**config.mk**
```make
export PLATFORM = sky130hd
export DESIGN_NAME = udma_eth_frame_cfg_seq
export DESIGN_NICKNAME = d
export VERILOG_FILES = /design/src/rtl/udma_eth_frame_pkg.sv /design/src/rtl/udma_eth_frame_poll_timer.sv /design/src/rtl/udma_eth_frame_cfg_seq.sv
export SDC_FILE = /design/constraint.sdc
export NUM_CORES = 1
export LEC_CHECK = 0
export ABC_CLOCK_PERIOD_IN_PS = 2420
export CORE_ASPECT_RATIO = 0.7
export CORE_MARGIN = 3
export CORE_UTILIZATION = 29
export CTS_CLUSTER_DIAMETER = 60
export DETAILED_ROUTE_END_ITERATION = 8
export PLACE_DENSITY_LB_ADDON = 0.15
export SLEW_MARGIN = 10
export SYNTH_ARGS = -nofsm -noshare
export SYNTH_HDL_FRONTEND = slang
export SYNTH_SLANG_ARGS = --single-unit
export TNS_END_PERCENT = 30
```
**constraint.sdc**
```tcl
create_clock -name clk_i -period 2.42 [get_ports clk_i]
set_input_delay 0.484 -clock clk_i [delete_from_list [all_inputs] [get_ports clk_i]]
set_output_delay 0.484 -clock clk_i [all_outputs]
set_load 0.005 [all_outputs]
```
**src/rtl/udma_eth_frame_pkg.sv**
```systemverilog
// Register map, CFG bit positions and FSM/status encodings shared by the
// uDMA Ethernet frame config sequencer and its poll timer.
package udma_eth_frame_pkg;

   localparam int unsigned CFG_AW = 5;
   localparam int unsigned CFG_DW = 32;

   localparam logic [CFG_AW-1:0] CH_RX_BASE = 5'h00;
   localparam logic [CFG_AW-1:0] CH_TX_BASE = 5'h04;
   localparam logic [CFG_AW-1:0] REG_SADDR  = 5'h00;
   localparam logic [CFG_AW-1:0] REG_SIZE   = 5'h01;
   localparam logic [CFG_AW-1:0] REG_CFG    = 5'h02;

   localparam int unsigned CFG_CONT_BIT = 0;
   localparam int unsigned CFG_EN_BIT   = 4;
   localparam int unsigned CFG_PEND_BIT = 5;
   localparam int unsigned CFG_CLR_BIT  = 6;

   typedef enum logic [2:0] {
      ST_IDLE, ST_WR_SADDR, ST_WR_SIZE, ST_WR_CFG,
      ST_POLL_GAP, ST_POLL_RD, ST_WR_CLR, ST_DONE
   } state_e;

   typedef enum logic [1:0] {
      STAT_OK      = 2'b00,
      STAT_ABORT   = 2'b01,
      STAT_TIMEOUT = 2'b10
   } status_e;

   typedef struct packed {
      logic              valid;
      logic              rwn;
      logic [CFG_AW-1:0] addr;
      logic [CFG_DW-1:0] data;
   } cfg_req_t;

   // Config bus request issued on entry to a given state; all-zero for non-bus states.
   function automatic cfg_req_t cfg_for(input state_e st, input logic dir,
                                        input logic [CFG_DW-1:0] saddr,
                                        input logic [CFG_DW-1:0] size,
                                        input logic cont);
      cfg_req_t          r;
      logic [CFG_AW-1:0] base;
      base = dir ? CH_TX_BASE : CH_RX_BASE;
      r    = '0;
      case (st)
         ST_WR_SADDR: begin
            r.valid = 1'b1;
            r.addr  = base + REG_SADDR;
            r.data  = saddr;
         end
         ST_WR_SIZE: begin
            r.valid = 1'b1;
            r.addr  = base + REG_SIZE;
            r.data  = size;
         end
         ST_WR_CFG: begin
            r.valid              = 1'b1;
            r.addr               = base + REG_CFG;
            r.data[CFG_EN_BIT]   = 1'b1;
            r.data[CFG_CONT_BIT] = cont;
         end
         ST_POLL_RD: begin
            r.valid = 1'b1;
            r.rwn   = 1'b1;
            r.addr  = base + REG_CFG;
         end
         ST_WR_CLR: begin
            r.valid             = 1'b1;
            r.addr              = base + REG_CFG;
            r.data[CFG_CLR_BIT] = 1'b1;
         end
         default: r = '0;
      endcase
      return r;
   endfunction

endpackage

```
**src/rtl/udma_eth_frame_poll_timer.sv**
```systemverilog
// Idle-gap counter between status polls and poll-attempt counter for timeout.
module udma_eth_frame_poll_timer #(
   parameter int unsigned POLL_GAP  = 8,
   parameter int unsigned MAX_POLLS = 1024
) (
   input  logic clk_i,
   input  logic rst_i,
   input  logic gap_load,
   input  logic gap_tick,
   input  logic poll_clr,
   input  logic poll_tick,
   output logic gap_exp_c,
   output logic poll_exp_c
);

   localparam int unsigned GAP_W  = (POLL_GAP > 1) ? $clog2(POLL_GAP) : 1;
   localparam int unsigned POLL_W = (MAX_POLLS > 1) ? $clog2(MAX_POLLS) : 1;

   logic [GAP_W-1:0]  gap_cnt_q;
   logic [POLL_W-1:0] poll_cnt_q;

   always_ff @(posedge clk_i) begin
      if (rst_i) begin
         gap_cnt_q  <= '0;
         poll_cnt_q <= '0;
      end else begin
         if (gap_load)      gap_cnt_q <= '0;
         else if (gap_tick) gap_cnt_q <= gap_cnt_q + GAP_W'(1);
         if (poll_clr)       poll_cnt_q <= '0;
         else if (poll_tick) poll_cnt_q <= poll_cnt_q + POLL_W'(1);
      end
   end

   // Expiry fires in the last counted cycle so the FSM can move on at that edge.
   assign gap_exp_c  = (gap_cnt_q == GAP_W'(POLL_GAP - 1));
   assign poll_exp_c = (poll_cnt_q == POLL_W'(MAX_POLLS - 1));

endmodule

```
**src/rtl/udma_eth_frame_cfg_seq.sv**
```systemverilog
// Programs a uDMA Ethernet channel (SADDR, SIZE, CFG) over the config bus,
// then polls CFG until the channel goes idle, with abort and poll timeout.
module udma_eth_frame_cfg_seq
   import udma_eth_frame_pkg::*;
#(
   parameter int unsigned L2_AWIDTH_NOAL = 12,
   parameter int unsigned TRANS_SIZE     = 16,
   parameter int unsigned POLL_GAP       = 8,
   parameter int unsigned MAX_POLLS      = 1024
) (
   input  logic                      clk_i,
   input  logic                      rst_i,
   input  logic                      cmd_valid_i,
   output logic                      cmd_ready_o,
   input  logic                      cmd_dir_i,
   input  logic [L2_AWIDTH_NOAL-1:0] cmd_addr_i,
   input  logic [TRANS_SIZE-1:0]     cmd_size_i,
   input  logic                      cmd_cont_i,
   input  logic                      abort_i,
   output logic                      busy_o,
   output logic                      done_o,
   output logic [1:0]                status_o,
   output logic [31:0]               cfg_data_o,
   output logic [4:0]                cfg_addr_o,
   output logic                      cfg_valid_o,
   output logic                      cfg_rwn_o,
   input  logic [31:0]               cfg_data_i,
   input  logic                      cfg_ready_i
);

   state_e                state_q;
   status_e               status_q;
   cfg_req_t              cfg_q;
   logic                  busy_q, ready_q, done_q, abort_q;
   logic                  dir_q, cont_q;
   logic [TRANS_SIZE-1:0] size_q;

   logic     xfer_c, rd_busy_c, abort_arm_c, abort_any_c;
   logic     gap_load_c, gap_tick_c, poll_clr_c, poll_tick_c;
   logic     gap_exp_c, poll_exp_c;
   cfg_req_t clr_req_c;
   logic     unused_c;

   assign xfer_c      = cfg_q.valid & cfg_ready_i;
   assign rd_busy_c   = cfg_data_i[CFG_EN_BIT] | cfg_data_i[CFG_PEND_BIT];
   assign abort_arm_c = state_q inside {ST_WR_SADDR, ST_WR_SIZE, ST_WR_CFG, ST_POLL_GAP, ST_POLL_RD};
   assign abort_any_c = abort_arm_c & (abort_q | abort_i);
   assign gap_load_c  = xfer_c & ((state_q == ST_WR_CFG) | (state_q == ST_POLL_RD));
   assign gap_tick_c  = (state_q == ST_POLL_GAP);
   assign poll_clr_c  = (state_q == ST_IDLE);
   assign poll_tick_c = xfer_c & rd_busy_c & (state_q == ST_POLL_RD);
   assign clr_req_c   = cfg_for(ST_WR_CLR, dir_q, '0, '0, 1'b0);
   assign unused_c    = ^{cfg_data_i[31:6], cfg_data_i[3:0]};

   udma_eth_frame_poll_timer #(
      .POLL_GAP  (POLL_GAP),
      .MAX_POLLS (MAX_POLLS)
   ) u_poll_timer (
      .clk_i      (clk_i),
      .rst_i      (rst_i),
      .gap_load   (gap_load_c),
      .gap_tick   (gap_tick_c),
      .poll_clr   (poll_clr_c),
      .poll_tick  (poll_tick_c),
      .gap_exp_c  (gap_exp_c),
      .poll_exp_c (poll_exp_c)
   );

   // Bus requests are registered together with the state they belong to, so a
   // request is only ever replaced at its own completion edge.
   always_ff @(posedge clk_i) begin
      if (rst_i) begin
         state_q  <= ST_IDLE;
         status_q <= STAT_OK;
         cfg_q    <= '0;
         busy_q   <= 1'b0;
         ready_q  <= 1'b1;
         done_q   <= 1'b0;
         abort_q  <= 1'b0;
         dir_q    <= 1'b0;
         cont_q   <= 1'b0;
         size_q   <= '0;
      end else begin
         done_q <= 1'b0;
         if (abort_arm_c && abort_i) abort_q <= 1'b1;
         case (state_q)
            ST_IDLE: if (cmd_valid_i) begin
               dir_q    <= cmd_dir_i;
               cont_q   <= cmd_cont_i;
               size_q   <= cmd_size_i;
               abort_q  <= 1'b0;
               status_q <= STAT_OK;
               busy_q   <= 1'b1;
               ready_q  <= 1'b0;
               state_q  <= ST_WR_SADDR;
               cfg_q    <= cfg_for(ST_WR_SADDR, cmd_dir_i, CFG_DW'(cmd_addr_i), '0, 1'b0);
            end
            ST_WR_SADDR: if (xfer_c) begin
               if (abort_any_c) begin
                  state_q  <= ST_WR_CLR;
                  status_q <= STAT_ABORT;
                  cfg_q    <= clr_req_c;
               end else begin
                  state_q <= ST_WR_SIZE;
                  cfg_q   <= cfg_for(ST_WR_SIZE, dir_q, '0, CFG_DW'(size_q), 1'b0);
               end
            end
            ST_WR_SIZE: if (xfer_c) begin
               if (abort_any_c) begin
                  state_q  <= ST_WR_CLR;
                  status_q <= STAT_ABORT;
                  cfg_q    <= clr_req_c;
               end else begin
                  state_q <= ST_WR_CFG;
                  cfg_q   <= cfg_for(ST_WR_CFG, dir_q, '0, '0, cont_q);
               end
            end
            ST_WR_CFG: if (xfer_c) begin
               if (abort_any_c) begin
                  state_q  <= ST_WR_CLR;
                  status_q <= STAT_ABORT;
                  cfg_q    <= clr_req_c;
               end else if (cont_q) begin
                  state_q  <= ST_DONE;
                  status_q <= STAT_OK;
                  done_q   <= 1'b1;
                  cfg_q    <= '0;
               end else begin
                  state_q <= ST_POLL_GAP;
                  cfg_q   <= '0;
               end
            end
            ST_POLL_GAP: begin
               if (abort_any_c) begin
                  state_q  <= ST_WR_CLR;
                  status_q <= STAT_ABORT;
                  cfg_q    <= clr_req_c;
               end else if (gap_exp_c) begin
                  state_q <= ST_POLL_RD;
                  cfg_q   <= cfg_for(ST_POLL_RD, dir_q, '0, '0, 1'b0);
               end
            end
            // An idle channel on the final read takes priority over a concurrent abort.
            ST_POLL_RD: if (xfer_c) begin
               if (!rd_busy_c) begin
                  state_q  <= ST_DONE;
                  status_q <= STAT_OK;
                  done_q   <= 1'b1;
                  cfg_q    <= '0;
               end else if (abort_any_c) begin
                  state_q  <= ST_WR_CLR;
                  status_q <= STAT_ABORT;
                  cfg_q    <= clr_req_c;
               end else if (poll_exp_c) begin
                  state_q  <= ST_WR_CLR;
                  status_q <= STAT_TIMEOUT;
                  cfg_q    <= clr_req_c;
               end else begin
                  state_q <= ST_POLL_GAP;
                  cfg_q   <= '0;
               end
            end
            ST_WR_CLR: if (xfer_c) begin
               state_q <= ST_DONE;
               done_q  <= 1'b1;
               cfg_q   <= '0;
            end
            ST_DONE: begin
               state_q <= ST_IDLE;
               busy_q  <= 1'b0;
               ready_q <= 1'b1;
            end
            default: state_q <= ST_IDLE;
         endcase
      end
   end

   assign cmd_ready_o = ready_q;
   assign busy_o      = busy_q;
   assign done_o      = done_q;
   assign status_o    = status_q;
   assign cfg_valid_o = cfg_q.valid;
   assign cfg_rwn_o   = cfg_q.rwn;
   assign cfg_addr_o  = cfg_q.addr;
   assign cfg_data_o  = cfg_q.data;

endmodule

```
* Word-level counts from Yosys, hierarchy flattened *
Index checks and enable logic that the tools add are counted.

word-level totals
  register bits after elaboration = 79

operators by class
  bitwise operators = 8
  reduce and logical (&&, ||, !) cells = 14
  add/sub/neg operators = 4
  mux-type cells = 58
  equal/unequal tests = 19

operator list
  operator                                             number
  2-to-1 mux 39 bit                                    12
  case mux 39 bit (7 select lines)                     1
  2-to-1 mux 37 bit                                    1
  2-to-1 mux 3 bit                                     12
  2-to-1 mux 2 bit                                     15
  case mux 3 bit (8 select lines)                      1
  equality test 3 bit, second input constant           5
  AND reduction 7 bit                                  2
  inequality test 2 bit, second input constant         6
  2-to-1 mux 1 bit                                     11
  adder 10 x 1 -> 10 bit, second input constant        1
  equality test 10 bit, second input constant          1
  case mux 2 bit (5 select lines)                      1
  nonzero test 5 bit                                   2
  AND reduction 8 bit                                  1
  2-to-1 mux 7 bit                                     1
  nonzero test 7 bit                                   1
  equality test 3 x 2 -> 1 bit, second input constant  2
  OR reduction 2 bit                                   3
  adder 5 x 1 -> 5 bit, second input constant          1
  bitwise AND 1 bit                                    5
  adder 3 x 2 -> 4 bit, second input constant          1
  inequality test 4 bit, second input constant         1
  case mux 1 bit (2 select lines)                      2
  other kinds (11)                                     14

* Logic depth before layout (Yosys ltp) *
Gate-level depths: netlist (run 1).

  depth in word-level cells = 7
  depth in mapped cells = 7

* By module *
A second synthesis (run 1) with hierarchy kept.

unflattened totals
  cells, all modules = 325
  area, all modules = 2997.9 um^2

modules (own cells, without submodules)
  module                     times used  cells each  area each (um^2)
  udma_eth_frame_cfg_seq     1           264         2402.3
  udma_eth_frame_poll_timer  1           61          595.6

* Worst setup path before layout (run 1) *
OpenSTA, ideal clock, no wires.

  kind = register to register
  from = register state_q[2]
  to = register state_q[1]
  arrival = 1741 ps
  slack = 558 ps
  buffers on the path = 1
  period minus slack after synthesis = 1862 ps
  cell stages (with the launch flop) = 6
  library setup time = 121 ps
  path through = dfxtp_1 -> or3b_1 -> buf_6 -> o32ai_4 -> and3b_1 -> mux2_4

between the ends
  longest elaborated chain between the ends = 7
  elaborated cells between the ends (all ways) = 25
  classes of those cells = 14 x eq/ne; 7 x mux; 1 x bitwise; 3 x reduce/logical

RTL lines
  element                                               line                                                        RTL
  start: declaration                                    udma_eth_frame_cfg_seq.sv:31                                state_e state_q;
  start signal: assignment                              udma_eth_frame_cfg_seq.sv:73                                state_q <= ST_IDLE;
  start signal: assignment                              udma_eth_frame_cfg_seq.sv:95                                state_q <= ST_WR_SADDR;
  start signal: assignment                              udma_eth_frame_cfg_seq.sv:100                               state_q <= ST_WR_CLR;
  equality test 3 x 1 -> 1 bit (tied with other cells)  udma_eth_frame_cfg_seq.sv:46, udma_eth_frame_cfg_seq.sv:86
  nonzero test 5 bit                                    udma_eth_frame_cfg_seq.sv:46                                assign abort_arm_c = state_q inside {ST_WR_SADDR, ST_WR_SIZE, ST_WR_CFG, ST_POLL_GAP, ST_POLL_RD};
  bitwise AND 1 bit                                     udma_eth_frame_cfg_seq.sv:47                                assign abort_any_c = abort_arm_c & (abort_q | abort_i);
  2-to-1 mux 2 bit                                      udma_eth_frame_cfg_seq.sv:150                               end else if (abort_any_c) begin
  2-to-1 mux 2 bit                                      udma_eth_frame_cfg_seq.sv:145                               if (!rd_busy_c) begin
  2-to-1 mux 3 bit                                      udma_eth_frame_cfg_seq.sv:144                               ST_POLL_RD: if (xfer_c) begin
  case mux 3 bit (8 select lines)                       udma_eth_frame_cfg_seq.sv:86                                case (state_q)

Parallel ways exist; a longest one is shown, timed or not. The select of a mux whose other input is x is not followed.
A chain may end at the register's enable or synchronous reset.

* Final worst setup path (run 1) *
  from = register state_q[0]
  to = register cfg_q (netlist bit cfg_data_o[5])

between the ends
  longest elaborated chain between the ends = 7
  elaborated cells between the ends (all ways) = 25
  classes of those cells = 13 x eq/ne; 7 x mux; 1 x bitwise; 4 x reduce/logical

RTL lines
  element                                               line                                                        RTL
  equality test 3 x 1 -> 1 bit (tied with other cells)  udma_eth_frame_cfg_seq.sv:46, udma_eth_frame_cfg_seq.sv:86
  nonzero test 5 bit                                    udma_eth_frame_cfg_seq.sv:46
  bitwise AND 1 bit                                     udma_eth_frame_cfg_seq.sv:47
  2-to-1 mux 39 bit                                     udma_eth_frame_cfg_seq.sv:150
  2-to-1 mux 39 bit                                     udma_eth_frame_cfg_seq.sv:145
  2-to-1 mux 39 bit                                     udma_eth_frame_cfg_seq.sv:144
  case mux 39 bit (7 select lines)                      udma_eth_frame_cfg_seq.sv:86
  end signal: assignment                                udma_eth_frame_cfg_seq.sv:96                                cfg_q <= cfg_for(ST_WR_SADDR, cmd_dir_i, CFG_DW'(cmd_addr_i), '0, 1'b0);
  end signal: assignment                                udma_eth_frame_cfg_seq.sv:153                               cfg_q <= clr_req_c;
  end signal: assignment                                udma_eth_frame_cfg_seq.sv:157                               cfg_q <= clr_req_c;
  end: declaration                                      udma_eth_frame_cfg_seq.sv:33                                cfg_req_t cfg_q;

Parallel ways exist; a longest one is shown, timed or not. The select of a mux whose other input is x is not followed.

==> impl_metrics.tcl, run 1 <==
set metrics [dict create \
    fin_util_pct 41.1 \
    nFillCells 1024 \
    p_clk_share_pct 32.6 \
    avgViaCountPerCell 4.75 \
    critPathCaptureType "flip-flop" \
    setup_ws_ns 0.253 \
    synth-seq-cells 61 \
    cap_viol_max_count 0 \
    dieHeight_um 91.1 \
    setup_viol 0 \
    seq_power_share_pct 32.5 \
    route.detailed.drc 0 \
    firstDrtPassIters 5 \
    syn_area_um2 3000 \
    cts_made_buffers 9 \
    cts_buffer_depth 2 \
    hold_violations 0 \
    portBuffers 62 \
    place_hpwl_um 5950 \
    synthTopCellsByArea "dfxtp_1, nand2_1, a21oi_1" \
    yosys.area.top_type "dfxtp_1" \
    swShare_pct 32.4 \
    start_util_pct 30.4 \
    clk_latency_ns 0.32 \
    synthCells 370 \
    rsz0062_at_grt "false" \
    min_from "size_q[14]" \
    synth_ff_type "dfxtp_1" \
    critPathLaunchType "flip-flop" \
    drt-met1-wl_um 4180 \
    switchingPower_mw 1.28 \
    worstSetupPathType "reg2reg" \
    rrSetupSlack_ns 0.25 \
    synthArstFlopShare_pct 0 \
    cts_hold_buf 0 \
    grt_max_degree 34 \
    cts_root_buffer "clkbuf_16" \
    grt-ovfl-total 0 \
    max_slew_margin_pct 53.0 \
    highest_layer "met4" \
    finClkSkew_ns 0.00373 \
    outcome "finished clean" \
    crit_required_ns 2.66 \
    cp_max_fo 16 \
    met3_length_um 621 \
    fin_crit_ns 2.17 \
    grt_pass1_wl_um 13200 \
    num_vias 2715 \
    syn_avg_cell_area_um2 8.10 \
    p_comb_share_pct 34.9 \
    synth_edf_count 0 \
    hp-class "reg2reg" \
    die_width_um 127 \
    max_freq_ghz 0.461 \
    first_global_vias 2469 \
    core_area_um2 9870 \
    cts.reportedPaths.clkPinSlew_ns 0.05 \
    clkSinkCount 61 \
    powerDensity_nw_per_um2 969 \
    synthTopCellsByCount "nand2_1, dfxtp_1, nor2_1" \
    pin_count 111 \
    routedWlPerCell_um 14.4 \
    post-cts-setup-buffers 0 \
    startpoint "state_q[0]" \
    cp.arrival_ns 2.41 \
    cts_htree_levels 3 \
    yosysSeqAreaShare_pct 40.8 \
    ant_nets 0 \
    place_congestion 0.818 \
    syn2layout_area_growth_pct 35.4 \
    synth_top_area_share_pct 40.8 \
    final_nets 511 \
    cts_resized 0 \
    multi_input_area_um2 1570 \
    synth.distinct_cells 58 \
    regArea_um2 1220 \
    p_leak_nw 1.51 \
    rows 30 \
    synth.most_common_cell "nand2_1" \
    drive_above_1_share_pct 10.6 \
    peakVddDrop_mv 0.350 \
    fin_hold_ws_ns 0.453 \
    ys_warn_count 0 \
    drt_iter0_drc 187 \
    final_max_slew_viol_count 0 \
    antenna_found_initial 0 \
    pre_cts_ws_ns -0.0424 \
    finalCritPeriodShare_pct 89.6 \
    die_area_um2 11600 \
    routed_wl_um 8230 \
    rr_startpoint "state_q[0]" \
    wl_met2_um 3330 \
    grtUsageTotal_pct 14.3 \
    cts_tree "built" \
    tightest_slew_ns 0.704 \
    diodes 0 \
    p_int_mw 2.66 \
]
cell type report:
class	instances	share of cell area (%)
inverter	3	0.277
tap	128	3.95
multi-input combinational	282	38.7
clock buffer	13	6.66
sequential	61	30.1
timing repair buffer	84	19.5
clock inverter	1	0.740
path summary, 6_finish.rpt:
| path | endpoint | cells after the start |
|---|---|---|
| min | size_q[14] | 2 |
| max | cfg_data_o[5] | 6 |
| max reg2reg | cfg_data_o[5] | 6 |
| min reg2reg | size_q[14] | 2 |
logic make-up after synthesis:
kind of cell | count (synthesis) | share of synthesized area [%]
compound gates | 83 | 19.6
other cells | 1 | 0.125
buf+inv | 44 | 8.89
flops | 61 | 40.8
mux | 4 | 1.50
fa+ha+maj | 3 | 1.25
xor+xnor | 10 | 2.92
simple gates | 164 | 25.0
critical path, cell delays in order (launching register included):
cell	delay [ns]
dfxtp_1	0.46
or3b_1	0.55
o32ai_4	0.41
a21o_4	0.26
buf_4	0.20
nand2_1	0.06
a31oi_1	0.16
through the flow:
step           total power, mW  TNS (ns)  instance area (um2)  instances
4_1_cts                   3.97         0                 4060        572
3_3_place_gp              2.66   -0.0115                 3760        558
3_5_place_dp              2.67   -0.0711                 3760        558
2_1_floorplan             2.11         0                 3060        387
6_report                  3.93         0                 4060        572
5_1_grt                   4.19         0                 4060        572
power by group through the flow:
stage | logic [mW] | registers (mW) | clock network [mW]
4_1_cts | 1.38 | 1.28 | 1.31
3_3_place_gp | 1.37 | 1.29 | 0
2_1_floorplan | 0.851 | 1.26 | 0
6_report | 1.37 | 1.28 | 1.28
3_5_place_dp | 1.37 | 1.30 | 0
5_1_grt | 1.53 | 1.30 | 1.36
per-layer routing:
metal | track usage, % | vias to the layer above
met1 | 21.3 | 1225
met2 | 19.5 | 89
li1 | - | 1392
met5 | 0 | -
met3 | 4.41 | 9
met4 | 4.55 | 0
state kept, by name, summed over array words and instances (netlist names), 2 cells and up:
signal                   count
cfg_addr_o                   3
cfg_data_o                  16
size_q                      16
state_q                      3
status_o                     2
u_poll_timer.gap_cnt_q       3
u_poll_timer.poll_cnt_q     10
layout by cell type (no fill, tap or decap), types with 2 or more instances in the layout:
cell,n
nand2_1,68
dfxtp_1,61
clkdlybuf4s50_1,61
nor2_1,38
a21oi_1,32
buf_4,21
conb_1,18
nand3_1,14
nor3_1,13
o21ai_0,9
a31oi_1,9
clkbuf_16,9
xor2_1,8
and2_1,6
or3_1,4
nand3b_1,4
nor2b_1,4
a22oi_1,4
inv_1,3
a32oi_1,3
mux2i_1,3
ha_1,3
clkbuf_8,3
a211oi_2,2
and3_1,2
a211o_1,2
a211oi_1,2
nand2b_1,2
xnor2_1,2
a311oi_2,2
o211ai_1,2
(Power assumes the default switching activity.)
==> inputs of run 2 (changes only) <==
--- a/config.mk
+++ b/config.mk
@@ -15,5 +15,6 @@
 export SLEW_MARGIN = 10
 export SYNTH_ARGS = -nofsm -noshare
 export SYNTH_HDL_FRONTEND = slang
+export SYNTH_HIERARCHICAL = 1
 export SYNTH_SLANG_ARGS = --single-unit
 export TNS_END_PERCENT = 30
==> run 2 against run 1 <==
Compared with the run above: non-clock buffer count up 10; flip-flop and latch count stayed put; first-iteration DRC count decreased by 16%; register-to-register slack about the same; core utilization increased by 0.82 points; clock skew is 0.0017 ns higher; worst hold slack improved by 0.010 ns; synthesized area about the same; design area increased by 2.0%; critical path type unchanged; critical endpoint is now u_poll_timer/poll_cnt_q[8]; largest cell class unchanged; highest routed layer unchanged.
==> impl_metrics.tcl, run 2 <==
set metrics [dict create \
    outcome "finished clean" \
    cp_max_fo 19 \
    ys_warn_count 6 \
    r2r_end "u_poll_timer/poll_cnt_q[8]" \
    die_width_um 128 \
    routedWlPerCell_um 16.0 \
    antenna_found_initial 0 \
    r2r_cells 6 \
    portBuffers 62 \
    finClkSkew_ns 0.00547 \
    synthArstFlopShare_pct 0 \
    synthTopCellsByCount "dfxtp_1, a21oi_1, a22o_1" \
    p_comb_share_pct 42.3 \
    syn2layout_area_growth_pct 38.1 \
    synth_edf_count 0 \
    fin_crit_ns 2.17 \
    place_area_um2 3850 \
    cts_buffer_depth 2 \
    synth-seq-cells 61 \
    tns_ns 0 \
    crit_required_ns 2.68 \
    postLayoutCellArea_um2 4140 \
    die_area_um2 11600 \
    clk_latency_ns 0.32 \
    critPathLaunchType "flip-flop" \
    cts_htree_levels 3 \
    rows 30 \
    cts.reportedPaths.clkPinSlew_ns 0.05 \
    grtUsageTotal_pct 15.2 \
    synth.distinct_cells 62 \
    tightest_slew_ns 0.617 \
    syn_area_um2 3000 \
    final_max_slew_viol_count 0 \
    cp.arrival_ns 2.42 \
    layout_commonest_cell "clkdlybuf4s50_1" \
    hp-class "reg2reg" \
    worstSetupPathType "reg2reg" \
    core_area_um2 9870 \
    synth_ff_type "dfxtp_1" \
    powerDensity_nw_per_um2 1180 \
    crit_path_cell_trace "o21ai_0, nor3_1, buf_4, nand3_1, or4b_1, a21oi_1" \
    cts_tree "built" \
    place_congestion 0.915 \
    cp_slowest_cell "dfxtp_1" \
    rsz0062_at_grt "false" \
    seq_power_share_pct 31.9 \
    rrSetupSlack_ns 0.25 \
    dieHeight_um 91.1 \
    route.detailed.drc 0 \
    setup_viol 0 \
    cts_root_buffer "clkbuf_16" \
    p_leak_nw 1.63 \
    p_clk_share_pct 25.8 \
    dp_cells 524 \
    rr_startpoint "state_q[0]" \
    post-cts-setup-buffers 0 \
    yosysSeqAreaShare_pct 40.7 \
    pin_count 111 \
    synth_top_area_share_pct 40.7 \
    drt_iter0_drc 157 \
    firstDrtPassIters 4 \
    finalCritPeriodShare_pct 89.6 \
    grt_pass1_wl_um 13800 \
    p_int_mw 3.16 \
    place_hpwl_um 6390 \
    routed_wl_um 8630 \
    start_util_pct 30.4 \
    cts_made_buffers 9 \
    final_nets 477 \
    nFillCells 976 \
    max_freq_ghz 0.461 \
    synthTopCellsByArea "dfxtp_1, a22o_1, buf_4" \
    cap_viol_max_count 0 \
    fin_cells 540 \
    swShare_pct 35.6 \
    drive_above_1_share_pct 14.1 \
    synthCells 325 \
    critical-path-max-stage-delay_ns 0.71 \
    hold_violations 0 \
    avgViaCountPerCell 5.04 \
    synth.most_common_cell "dfxtp_1" \
    diodes 0 \
    max_slew_margin_pct 58.8 \
    yosys.area.top_type "dfxtp_1" \
    ant_nets 0 \
    critPathCaptureType "flip-flop" \
    grt-ovfl-total 0 \
    first_global_vias 2558 \
    endpoint "u_poll_timer/poll_cnt_q[8]" \
    cts_hold_buf 0 \
    switchingPower_mw 1.74 \
    num_vias 2722 \
    final_cell_mix "clkdlybuf4s50_1, dfxtp_1, buf_4, a21oi_1, a22o_1" \
    clkSinkCount 61 \
    grt_max_degree 27 \
    cts_resized 0 \
    syn_avg_cell_area_um2 9.22 \
    startpoint "state_q[0]" \
    peakVddDrop_mv 0.384 \
]
## run 2: cell types whose count changed after synthesis, moves of 6 or more
cell	delta
o21ai_0	+7
a22o_1	+21
nor2_1	-25
nand3_1	-8
a31oi_1	-6
nand2_1	-52
a21oi_1	-7
a221o_1	+9
nor3_1	-6
## run 2: metrics by stage
stage	worst slack [ns]	util, %	power [mW]	hold WS (ns)
floorplan	0.274	-	2.76	0.434
finish	0.252	41.9	4.91	0.464
CTS	0.246	41.9	4.94	0.466
global route	0.0205	41.9	5.22	0.477
detailed placement	0.00122	39.0	3.63	0.450
global placement	0.0154	39.0	3.63	0.446
## run 2: kinds of logic after synthesis
kind of cell | share of synthesized area (%)
AO/OA/AOI/OAI | 27.1
XOR/XNOR | 1.75
adder cells (fa/ha/maj) | 1.25
buffers and inverters | 8.93
flip-flops | 40.7
multiplexers | 1.67
other | 0.125
AND/OR/NAND/NOR | 18.4
## run 2: worst max-delay path, delay by kind of cell, from the launching register on
kind	cells	cell delay [ns]
buffers and inverters	1	0.20
AND/OR/NAND/NOR	3	0.80
AO/OA/AOI/OAI	2	0.40
flip-flops	1	0.71
## run 2: worst min-delay path by stage
stage	slack [ns]	endpoint	startpoint	cells after the start
finish	0.46	size_q[10]	size_q[10]	1
detailed placement	0.45	size_q[10]	size_q[10]	1
global route	0.48	size_q[10]	size_q[10]	1
floorplan	0.43	size_q[10]	size_q[10]	1
CTS	0.47	size_q[5]	size_q[5]	1
global placement	0.45	dir_q	dir_q	2
## run 2: area by class of cell
type                    instances  area (um2)  share of cell area (%)
well taps                     128         160                    3.87
repair buffers                 94         873                    21.1
clock inverters                 4        47.5                    1.15
clock buffers                  12         246                    5.95
multi-input cells             236        1570                    38.0
flip-flops and latches         61        1220                    29.5
inverters                       5        18.8                   0.453
## run 2: power by group through the flow
| stage | sequential, mW | combinational (mW) | clock [mW] |
|---|---|---|---|
| 2_1_floorplan | 1.47 | 1.29 | 0 |
| 6_report | 1.56 | 2.08 | 1.27 |
| 3_3_place_gp | 1.58 | 2.05 | 0 |
| 3_5_place_dp | 1.58 | 2.06 | 0 |
| 4_1_cts | 1.56 | 2.07 | 1.31 |
| 5_1_grt | 1.61 | 2.26 | 1.36 |
## run 2: routing by layer
layer | vias to the layer above | GRT usage, % | share of wire (%)
li1 | 1348 | - | -
met1 | 1262 | 23.1 | 51
met2 | 105 | 19.5 | 39
met3 | 7 | 6.11 | 9.1
met4 | 0 | 3.93 | 0.81
met5 | - | 0 | 0
